**src/rtl/stream_xbar_arb_if.sv**
```systemverilog
// Handshake bundle between the slave streams, the master-side ready and the arbiter.
// Combinational signals only; timing is set by whoever drives and samples it.
// Arbiter sits on the slave modport; the stream environment drives the master modport.
interface stream_xbar_arb_if #(
  parameter int S_DATA_COUNT = 2,
  parameter int M_DATA_COUNT = 3,
  parameter int T_DEST_WIDTH = $clog2(M_DATA_COUNT)
);
  logic [S_DATA_COUNT-1:0]                   s_valid_i;
  logic [S_DATA_COUNT-1:0]                   s_last_i;
  logic [S_DATA_COUNT-1:0][T_DEST_WIDTH-1:0] s_dest_i;
  logic [M_DATA_COUNT-1:0]                   m_ready_i;
  logic [M_DATA_COUNT-1:0][S_DATA_COUNT-1:0] grant_o;
  logic [S_DATA_COUNT-1:0]                   s_ready_o;

  modport master (
    output s_valid_i, s_last_i, s_dest_i, m_ready_i,
    input  grant_o, s_ready_o
  );

  modport slave (
    input  s_valid_i, s_last_i, s_dest_i, m_ready_i,
    output grant_o, s_ready_o
  );
endinterface

```
**src/rtl/stream_xbar_arb.sv**
```systemverilog
// Per-output round-robin packet arbiter driving the crossbar grant matrix and slave ready.
// Latency: request to grant 1 cycle; one idle bubble per packet boundary per master.
// Backpressure: s_ready_o is the registered grant gated by m_ready_i; grant held until last.
// Optional watchdog release of stalled packets: define STREAM_XBAR_ARB_WDOG_EN.
module stream_xbar_arb #(
  parameter int S_DATA_COUNT = 2,
  parameter int M_DATA_COUNT = 3,
  parameter int T_DEST_WIDTH = $clog2(M_DATA_COUNT),
  parameter int WDOG_CYCLES  = 16
) (
  input  logic clk_i,
  input  logic rst_i,
  stream_xbar_arb_if.slave bus
`ifdef STREAM_XBAR_ARB_WDOG_EN
  ,
  output logic [M_DATA_COUNT-1:0] wdog_err_o
`endif
);

  localparam int PW = (S_DATA_COUNT > 1) ? $clog2(S_DATA_COUNT) : 1;

  typedef enum logic {IDLE, BUSY} state_t;

  state_t state_q [M_DATA_COUNT];
  state_t state_d [M_DATA_COUNT];

  logic [M_DATA_COUNT-1:0][S_DATA_COUNT-1:0] gnt_q, gnt_d, req;
  logic [M_DATA_COUNT-1:0][PW-1:0]           ptr_q, ptr_d;
  logic [S_DATA_COUNT-1:0][T_DEST_WIDTH-1:0] dest;
  logic [S_DATA_COUNT-1:0]                   locked, ready;

`ifdef STREAM_XBAR_ARB_WDOG_EN
  localparam int CW = $clog2(WDOG_CYCLES + 1);
  logic [M_DATA_COUNT-1:0][CW-1:0] cnt_q, cnt_d;
  logic [M_DATA_COUNT-1:0]         err_q, err_d;
  assign wdog_err_o = err_q;
`endif

  if (WDOG_CYCLES < 1) begin : g_bad_wdog
    $error("stream_xbar_arb: WDOG_CYCLES must be at least 1");
  end

  assign dest          = bus.s_dest_i;
  assign bus.grant_o   = gnt_q;
  assign bus.s_ready_o = ready;

  // Requests: a valid beat aimed at this master from a slave not already locked by any master.
  always_comb begin
    locked = '0;
    for (int m = 0; m < M_DATA_COUNT; m++) locked = locked | gnt_q[m];
    req = '0;
    for (int m = 0; m < M_DATA_COUNT; m++) begin
      for (int s = 0; s < S_DATA_COUNT; s++) begin
        req[m][s] = bus.s_valid_i[s] && !locked[s] && (int'(dest[s]) == m);
      end
    end
  end

  // Slave ready: registered grant gated by the owning master's ready.
  always_comb begin
    ready = '0;
    for (int m = 0; m < M_DATA_COUNT; m++) begin
      ready = ready | (gnt_q[m] & {S_DATA_COUNT{bus.m_ready_i[m]}});
    end
  end

  // Per-master next state: round-robin pick in IDLE, release on last (or watchdog) in BUSY.
  always_comb begin
    int   pick;
    int   cur;
    logic found;
    logic hs_last;
    logic rel;
`ifdef STREAM_XBAR_ARB_WDOG_EN
    logic hs;
    hs    = 1'b0;
    cnt_d = cnt_q;
    err_d = '0;
`endif
    pick    = 0;
    cur     = 0;
    found   = 1'b0;
    hs_last = 1'b0;
    rel     = 1'b0;
    for (int m = 0; m < M_DATA_COUNT; m++) begin
      state_d[m] = state_q[m];
      gnt_d[m]   = gnt_q[m];
      ptr_d[m]   = ptr_q[m];
      found      = 1'b0;
      rel        = 1'b0;
      cur        = 0;
      hs_last    = bus.m_ready_i[m] && |(gnt_q[m] & bus.s_valid_i & bus.s_last_i);
`ifdef STREAM_XBAR_ARB_WDOG_EN
      hs         = bus.m_ready_i[m] && |(gnt_q[m] & bus.s_valid_i);
`endif
      for (int s = 0; s < S_DATA_COUNT; s++) begin
        if (gnt_q[m][s]) cur = s;
      end
      case (state_q[m])
        IDLE: begin
          for (int k = 0; k < S_DATA_COUNT; k++) begin
            pick = (int'(ptr_q[m]) + k) % S_DATA_COUNT;
            if (!found && req[m][pick]) begin
              found = 1'b1;
              cur   = pick;
            end
          end
          if (found) begin
            gnt_d[m]   = S_DATA_COUNT'(1) << cur;
            state_d[m] = BUSY;
          end
`ifdef STREAM_XBAR_ARB_WDOG_EN
          cnt_d[m] = '0;
`endif
        end
        BUSY: begin
          rel = hs_last;
`ifdef STREAM_XBAR_ARB_WDOG_EN
          // Counter holds the number of stalled BUSY cycles already seen.
          if (hs) begin
            cnt_d[m] = '0;
          end else if (cnt_q[m] == CW'(WDOG_CYCLES - 1)) begin
            rel      = 1'b1;
            err_d[m] = 1'b1;
            cnt_d[m] = '0;
          end else begin
            cnt_d[m] = cnt_q[m] + CW'(1);
          end
`endif
          if (rel) begin
            gnt_d[m]   = '0;
            ptr_d[m]   = (cur == S_DATA_COUNT - 1) ? '0 : PW'(cur + 1);
            state_d[m] = IDLE;
          end
        end
        default: ;
      endcase
    end
  end

  // State, grant and pointer registers; synchronous reset returns every master to IDLE.
  always_ff @(posedge clk_i) begin
    if (rst_i) begin
      for (int m = 0; m < M_DATA_COUNT; m++) state_q[m] <= IDLE;
      gnt_q <= '0;
      ptr_q <= '0;
`ifdef STREAM_XBAR_ARB_WDOG_EN
      cnt_q <= '0;
      err_q <= '0;
`endif
    end else begin
      for (int m = 0; m < M_DATA_COUNT; m++) state_q[m] <= state_d[m];
      gnt_q <= gnt_d;
      ptr_q <= ptr_d;
`ifdef STREAM_XBAR_ARB_WDOG_EN
      cnt_q <= cnt_d;
      err_q <= err_d;
`endif
    end
  end

endmodule
```
**src/flat_wrapper.sv**
```systemverilog
// flat-port wrapper written by rule: the top's interface ports become plain ports
module stream_xbar_arb_flat 
#(
  parameter int S_DATA_COUNT = 2,
  parameter int M_DATA_COUNT = 3,
  parameter int T_DEST_WIDTH = $clog2(M_DATA_COUNT),
  parameter int WDOG_CYCLES  = 16
)
  (clk_i, rst_i, bus_s_valid_i, bus_s_last_i, bus_s_dest_i, bus_m_ready_i, bus_grant_o, bus_s_ready_o);
  stream_xbar_arb_if #(.S_DATA_COUNT(S_DATA_COUNT), .M_DATA_COUNT(M_DATA_COUNT), .T_DEST_WIDTH(T_DEST_WIDTH)) bus_i ();
  input  logic clk_i;
  input  logic rst_i;
  input wire logic [$bits(bus_i.s_valid_i)-1:0] bus_s_valid_i;
  input wire logic [$bits(bus_i.s_last_i)-1:0] bus_s_last_i;
  input wire logic [$bits(bus_i.s_dest_i)-1:0] bus_s_dest_i;
  input wire logic [$bits(bus_i.m_ready_i)-1:0] bus_m_ready_i;
  output wire logic [$bits(bus_i.grant_o)-1:0] bus_grant_o;
  output wire logic [$bits(bus_i.s_ready_o)-1:0] bus_s_ready_o;
  assign bus_i.s_valid_i = bus_s_valid_i;
  assign bus_i.s_last_i = bus_s_last_i;
  assign bus_i.s_dest_i = bus_s_dest_i;
  assign bus_i.m_ready_i = bus_m_ready_i;
  assign bus_grant_o = bus_i.grant_o;
  assign bus_s_ready_o = bus_i.s_ready_o;
  stream_xbar_arb #(.S_DATA_COUNT(S_DATA_COUNT), .M_DATA_COUNT(M_DATA_COUNT), .T_DEST_WIDTH(T_DEST_WIDTH), .WDOG_CYCLES(WDOG_CYCLES)) u_core (.clk_i(clk_i), .rst_i(rst_i), .bus(bus_i));
endmodule
```
**config.mk**
```make
export PLATFORM = sky130hd
export DESIGN_NAME = stream_xbar_arb_flat
export DESIGN_NICKNAME = d
export VERILOG_FILES = /design/src/rtl/stream_xbar_arb_if.sv /design/src/rtl/stream_xbar_arb.sv /design/src/flat_wrapper.sv
export SDC_FILE = /design/constraint.sdc
export NUM_CORES = 1
export LEC_CHECK = 0
export CAP_MARGIN = 20
export CORE_UTILIZATION = 48
export DETAILED_ROUTE_END_ITERATION = 8
export HOLD_SLACK_MARGIN = 0.12
export PLACE_DENSITY = 0.81
export SETUP_SLACK_MARGIN = 0.5
export SLEW_MARGIN = 20
export SYNTH_ARGS = -nofsm -noshare
export SYNTH_HDL_FRONTEND = slang
export SYNTH_SLANG_ARGS = --single-unit
```
**constraint.sdc**
```tcl
create_clock -name clk_i -period 3.7 [get_ports clk_i]
set_clock_uncertainty 0.1 [all_clocks]
set_input_delay 0.74 -clock clk_i [delete_from_list [all_inputs] [get_ports clk_i]]
set_output_delay 0.74 -clock clk_i [all_outputs]
set_load 0.05 [all_outputs]
```
==> impl_metrics.yaml, run 1 <==
cells_and_area:
  final_cell_mix: "18 x sky130_fd_sc_hd__clkdlybuf4s50_1, 12 x sky130_fd_sc_hd__dfxtp_1, 6 x sky130_fd_sc_hd__inv_1, 6 x sky130_fd_sc_hd__nand3_1, 6 x sky130_fd_sc_hd__nor2_1"
  drive_gt1_share_pct: 10.8
  antenna-diode-count: 0
  nets: 117
  layout.cells.most_common: "sky130_fd_sc_hd__clkdlybuf4s50_1"
  postLayoutCoreUtil_pct: 70.5
  area.growth.synth_to_final_pct: 34.8
timing:
  timing.final.hold_violations: 0
  slew_viol_final: 0
  fin_tns_setup_ns: 0
  post-route-worst-setup-slack_ns: 0.932
  slew_headroom_pct: 66.6
  achievable-frequency_mhz: 361
  worst-slew-pin-transition_ns: 0.500
  setup_viol: 0
  finalCritPeriodShare_pct: 74.8
  grt_setup_unrepaired: "false"
  finalWorstPathRequiredPeriod_ns: 2.77
routing:
  final_antenna_net_count: 0
  route.detailed.wl_per_inst_um: 14.0
  first_iter_violations: 30
  route.final.wire_length_mm: 1.64
  firstDrtPassIters: 4
  drc: 0
  route.detailed.vias_per_inst: 6.21
  routed-via-count: 726
floorplan:
  die_area_mm2: 0.00161
  die_y_um: 40.1
  num_rows: 13
  die_width_um: 40.1
  ios: 21
  floorplan.initialDensity_pct: 52.3
  core_area_mm2: 0.00133
placement:
  gp_routability_congestion: 0.940
  portBuffers: 20
  dp_worst_setup_slack_ns: 0.537
  dpl.hpwl_mm: 1.26
worst_setup_path:
  ff2ff_setup_slack_ns: 1.86
  cp-end-kind: "primary output"
  worstPathArrival_ns: 1.93
  type_of_the_worst_setup_path: "in2out"
  worst_setup_path_start_kind: "primary input"
  worst-endpoint-required_ns: 2.86
  worstPathMaxFanout: 3
job:
  max-cap-violations: 0
clocking:
  cts.root.buffer_cell: "sky130_fd_sc_hd__clkbuf_4"
  cts_buf_count: 3
  clock_sinks: 12
  clk_pin_slew_worst_paths_ns: 0.06
  postCtsSetupRepairBufs: 0
  cts_tree: "built"
  ctsHtreeMaxLevel: 1
  worst_skew_pair.late_latency_ns: 0.27
  clock_path_buffers: 2
logic_synthesis:
  yosys_warnings: 0
  post_synth_num_cell_types: 38
  synth.ff_latch_count: 12
  synth-edff-count: 0
  average_footprint_of_a_synthesized_cell_um2: 8.73
  netlist_area_um2: 698
  async_flop_share_pct: 0
  seq_area_frac_synth_pct: 34.4
  ys.flop_type: "sky130_fd_sc_hd__dfxtp_1"
  post-synth-top-area-cell: "sky130_fd_sc_hd__dfxtp_1"
  syn_inst: 80
  synthTopCellsByArea: "sky130_fd_sc_hd__dfxtp_1 34%, sky130_fd_sc_hd__nand3_1 4.3%, sky130_fd_sc_hd__a211o_1 3.8%"
  synth_largest_type_area_fraction_pct: 34.4
  synth_fp_nets: 93
run_status:
  outcome: "finished clean"
power:
  power_frac_clock_pct: 24.9
  post-layout-total-power_mw: 0.312
  ir_worst_vdd_mv: 0.252
  net-switching-power_mw: 0.0986
  p_per_area_mw_per_mm2: 332
  p_int_mw: 0.214
  p_sw_share_pct: 31.5
  power_leakage_nw: 0.376
  seq_power_share_pct: 47.6
  p_comb_share_pct: 27.5
global_route:
  grt_remaining_overflow: 0
  global_route.usage.total_pct: 22.0
  grt_antenna_before_repair: 0
  grt_pass1_wl_mm: 2.33
  grt_start_max_net_pins: 11
  number_of_global_route_vias_before_repair: 571
min_path:
  hp-class: "reg2reg"
## final timing paths
path,startpoint,to,cells after the start
max,bus_m_ready_i[0],bus_s_ready_o[0],4
min,u_core.ptr_q[1]$_SDFFE_PP0P_,u_core.ptr_q[1]$_SDFFE_PP0P_,2
max reg2reg,u_core.bus.grant_o[5]$_SDFFE_PP0P_,u_core.bus.grant_o[2]$_SDFFE_PP0P_,4
min reg2reg,u_core.ptr_q[1]$_SDFFE_PP0P_,u_core.ptr_q[1]$_SDFFE_PP0P_,2
## sequential cells by signal, indices dropped and copies added (netlist names)
signal,cells
u_core.ptr_q,3
u_core.state_q,3
u_core.bus.grant_o,6
## layer usage
| metal | part of all wire [%] | vias to the layer above | track usage (%) |
|---|---|---|---|
| li1 | - | 362 | - |
| met1 | 49 | 334 | 27.5 |
| met2 | 44 | 26 | 35.1 |
| met3 | 5.5 | 4 | 3.33 |
| met4 | 1.6 | 0 | 12.9 |
| met5 | 0 | - | 0 |
## cell type report
class	count	area [um2]
Clock buffer	3	22.5
Fill cell	119	393
Inverter	6	22.5
Multi-Input combinational cell	61	432
Sequential cell	12	240
Tap cell	15	18.8
Timing Repair Buffer	20	205
## timing repair
action,4_1_cts,5_1_grt
resized for setup,0,2
hold buffers,0,0
endpoints found under the setup margin,0,2
## critical path, cell delays in order
cell and delay [ns]:
sky130_fd_sc_hd__clkdlybuf4s50_1 0.45, sky130_fd_sc_hd__a222oi_1 0.36, sky130_fd_sc_hd__inv_1 0.07, sky130_fd_sc_hd__dlymetal6s2s_1 0.31
## per-stage QoR
step	hold WS, ns	cells	area [um2]
floorplan	0.385	80	698
global placement	0.407	114	913
detailed placement	0.422	114	913
CTS	0.431	117	936
global route	0.445	117	941
finish	0.431	117	941
## synthesized netlist by cell type (all sizes together) (2+ instances only)
cell,instances
a21oi,4
nand2,3
dfxtp,12
a21boi,2
nor3b,3
a211o,3
nand3,6
or4b,2
inv,6
o211ai,2
a31oi,4
a222oi,2
or3,2
nand3b,2
nor2,6
o2111ai,2
## kinds of logic (layout without fill, tap and decap cells)
| logic type | after synthesis | after routing | synth area share [%] |
|---|---|---|---|
| compound gates | 28 | 28 | 30.6 |
| buf+inv | 7 | 29 | 3.76 |
| flops | 12 | 12 | 34.4 |
| mux | 1 | 1 | 1.43 |
| simple gates | 32 | 32 | 29.8 |
## power groups by stage
stage	clock network (mW)	logic, mW	registers, mW
2_1_floorplan	0	0.0395	0.162
3_3_place_gp	0	0.0853	0.151
3_5_place_dp	0	0.0859	0.151
4_1_cts	0.0806	0.0863	0.148
5_1_grt	0.0858	0.0920	0.149
6_report	0.0779	0.0859	0.149
(Power assumes the default switching activity.)
==> run 2: changes to the inputs <==
CORE_UTILIZATION = 45   (was 48)
PLACE_DENSITY = 0.77   (was 0.81)
clock period = 2.7 ns   (was 3.7 ns; I/O delays follow)
==> run 2 against run 1 <==
Net effect: wire length up 8.8%; first-iteration DRC count increased by 63%; register-to-register slack lost 1.0 ns; flip-flop and latch count did not move; global-route usage is 1.6 points higher; core utilization down 0.86 points; count of clock-buffer cells in the layout grew 1; total power rose by 49%; hold slack got worse by 0.012 ns; largest power group unchanged; highest routed layer unchanged; worst setup slack lost 0.37 ns; combinational power increased by 37%.
==> impl_metrics.yaml, run 2 (synthesized netlist as in run 1, its figures left out) <==
run_status:
  outcome: "finished clean"
worst_setup_path:
  worst_setup_path_start_kind: "flip-flop"
  crit-reg2reg-launch: "u_core.bus.grant_o[4]$_SDFFE_PP0P_"
  levels_on_crit_path: 1
  worst-path-buf-inv: 1
  cpPeakStageDelay_ns: 0.82
  type_of_the_worst_setup_path: "reg2out"
  worst-endpoint-required_ns: 2.06
  critical_path.top_delay_family: "buffers and inverters"
  critPathLaunch: "u_core.bus.grant_o[1]$_SDFFE_PP0P_"
  worst_path_max_delay_cell: "sky130_fd_sc_hd__clkdlybuf4s50_1"
  path_cells: "clkdlybuf4s50_1"
  worstPathMaxFanout: 5
  worstPathArrival_ns: 1.50
  ff2ff_path_depth: 4
  cp-end-kind: "primary output"
timing:
  timing.final.hold_violations: 0
  fin_tns_setup_ns: 0
  achievable-frequency_mhz: 467
  worst-slew-pin-transition_ns: 0.505
  slew_viol_final: 0
  grt_setup_unrepaired: "false"
  finalCritPeriodShare_pct: 79.3
  slew_headroom_pct: 66.2
  finalWorstPathRequiredPeriod_ns: 2.14
  setup_viol: 0
clocking:
  post_cts_hold_fix_bufs: 0
  worst_skew_pair.late_latency_ns: 0.27
  postCtsSetupRepairBufs: 0
  ctsHtreeMaxLevel: 1
  cts.root.buffer_cell: "sky130_fd_sc_hd__clkbuf_4"
  cts_tree: "built"
  clock_sinks: 12
  cts_buf_count: 3
  clock_path_buffers: 2
  clk_pin_slew_worst_paths_ns: 0.08
global_route:
  number_of_global_route_vias_before_repair: 639
  grt_antenna_before_repair: 0
  grt_remaining_overflow: 0
  grt_pass1_wl_mm: 2.60
  grt_start_max_net_pins: 11
  global_route.usage.total_pct: 23.6
cells_and_area:
  final_cell_mix: "12 x sky130_fd_sc_hd__dfxtp_1, 9 x sky130_fd_sc_hd__clkdlybuf4s50_1"
  nets: 117
  drive_gt1_share_pct: 14.6
  layout.cells.most_common: "sky130_fd_sc_hd__dfxtp_1"
  max_reg_flops: 6
  final_area_um2: 952
  antenna-diode-count: 0
  area.growth.synth_to_final_pct: 36.4
power:
  p_per_area_mw_per_mm2: 489
  ir_worst_vdd_mv: 0.307
  power_leakage_nw: 0.421
floorplan:
  die_y_um: 41.4
  core_area_mm2: 0.00137
  die_width_um: 41.4
  die_area_mm2: 0.00171
  ios: 21
  floorplan.initialDensity_pct: 51.1
  num_rows: 13
placement:
  portBuffers: 20
  place_area_um2: 908
  gp_routability_congestion: 0.812
  dpl.hpwl_mm: 1.35
routing:
  route.detailed.vias_per_inst: 6.39
  first_iter_violations: 49
  route.final.wire_length_mm: 1.78
  firstDrtPassIters: 4
  final_antenna_net_count: 0
  route.detailed.wl_per_inst_um: 15.1
  routed-via-count: 754
  drc: 0
min_path:
  hold_path_cell_cnt: 2
  worstHoldStart: "u_core.ptr_q[1]$_SDFFE_PP0P_"
  hp-class: "reg2reg"
job:
  max-cap-violations: 0
[run 2: cell count changes in the layout (fill, tap and decap cells not counted), sizes merged]
cell | previous run | this run
clkdlybuf4s50 | 18 | 9
dlygate4sd2 | 0 | 6
buf | 0 | 2
clkbuf | 3 | 4
dlymetal6s2s | 2 | 3
[run 2: area by class of cell]
type | instances | area (um2)
Tap cell | 15 | 18.8
Clock buffer | 4 | 36.3
Inverter | 6 | 22.5
Multi-Input combinational cell | 61 | 435
Timing Repair Buffer | 20 | 199
Sequential cell | 12 | 240
Fill cell | 119 | 414
[run 2: tightest hold or removal path, cell delays in order (launching register included)]
cell and delay (ns):
sky130_fd_sc_hd__dfxtp_1 0.33, sky130_fd_sc_hd__nor2_1 0.10, sky130_fd_sc_hd__a211oi_1 0.05
[run 2: final timing paths]
check | end | slack, ns
max | bus_grant_o[1] | 0.56
min | u_core.ptr_q[1]$_SDFFE_PP0P_ | 0.42
max reg2reg | u_core.bus.grant_o[0]$_SDFFE_PP0P_ | 0.83
min reg2reg | u_core.ptr_q[1]$_SDFFE_PP0P_ | 0.42
[run 2: what timing repair did]
| item | in CTS | in global routing |
|---|---|---|
| endpoints found under the hold margin | 0 | 0 |
| gates cloned | 0 | 0 |
| gates resized for setup | 7 | 4 |
| pin swaps | 2 | 0 |
| setup endpoints to repair | 5 | 4 |
[run 2: per-layer routing]
layer	global-route usage [%]	routed length, um	vias up
met5	0	0	-
met4	7.26	20	0
met2	41.4	861	30
met3	10.1	136	6
li1	-	-	362
met1	25.4	766	356
[run 2: per-stage QoR]
step           power, mW  cells  hold WS (ns)  util [%]  setup WS, ns
6_report           0.466    118         0.419      69.7         0.559
5_1_grt            0.485    118         0.453      69.7         0.516
4_1_cts            0.466    118         0.424      68.9         0.506
3_5_place_dp       0.325    114         0.413      66.5         0.180
3_3_place_gp       0.323    114         0.410      66.5         0.188
2_1_floorplan      0.276     80         0.385         -         0.737
[run 2: where the power goes]
group	leakage (nW)	switching [mW]	internal, mW
Sequential	0.0978	0.0157	0.187
Clock	0.0210	0.0628	0.0820
Combinational	0.302	0.0660	0.0521
Total	0.421	0.144	0.321
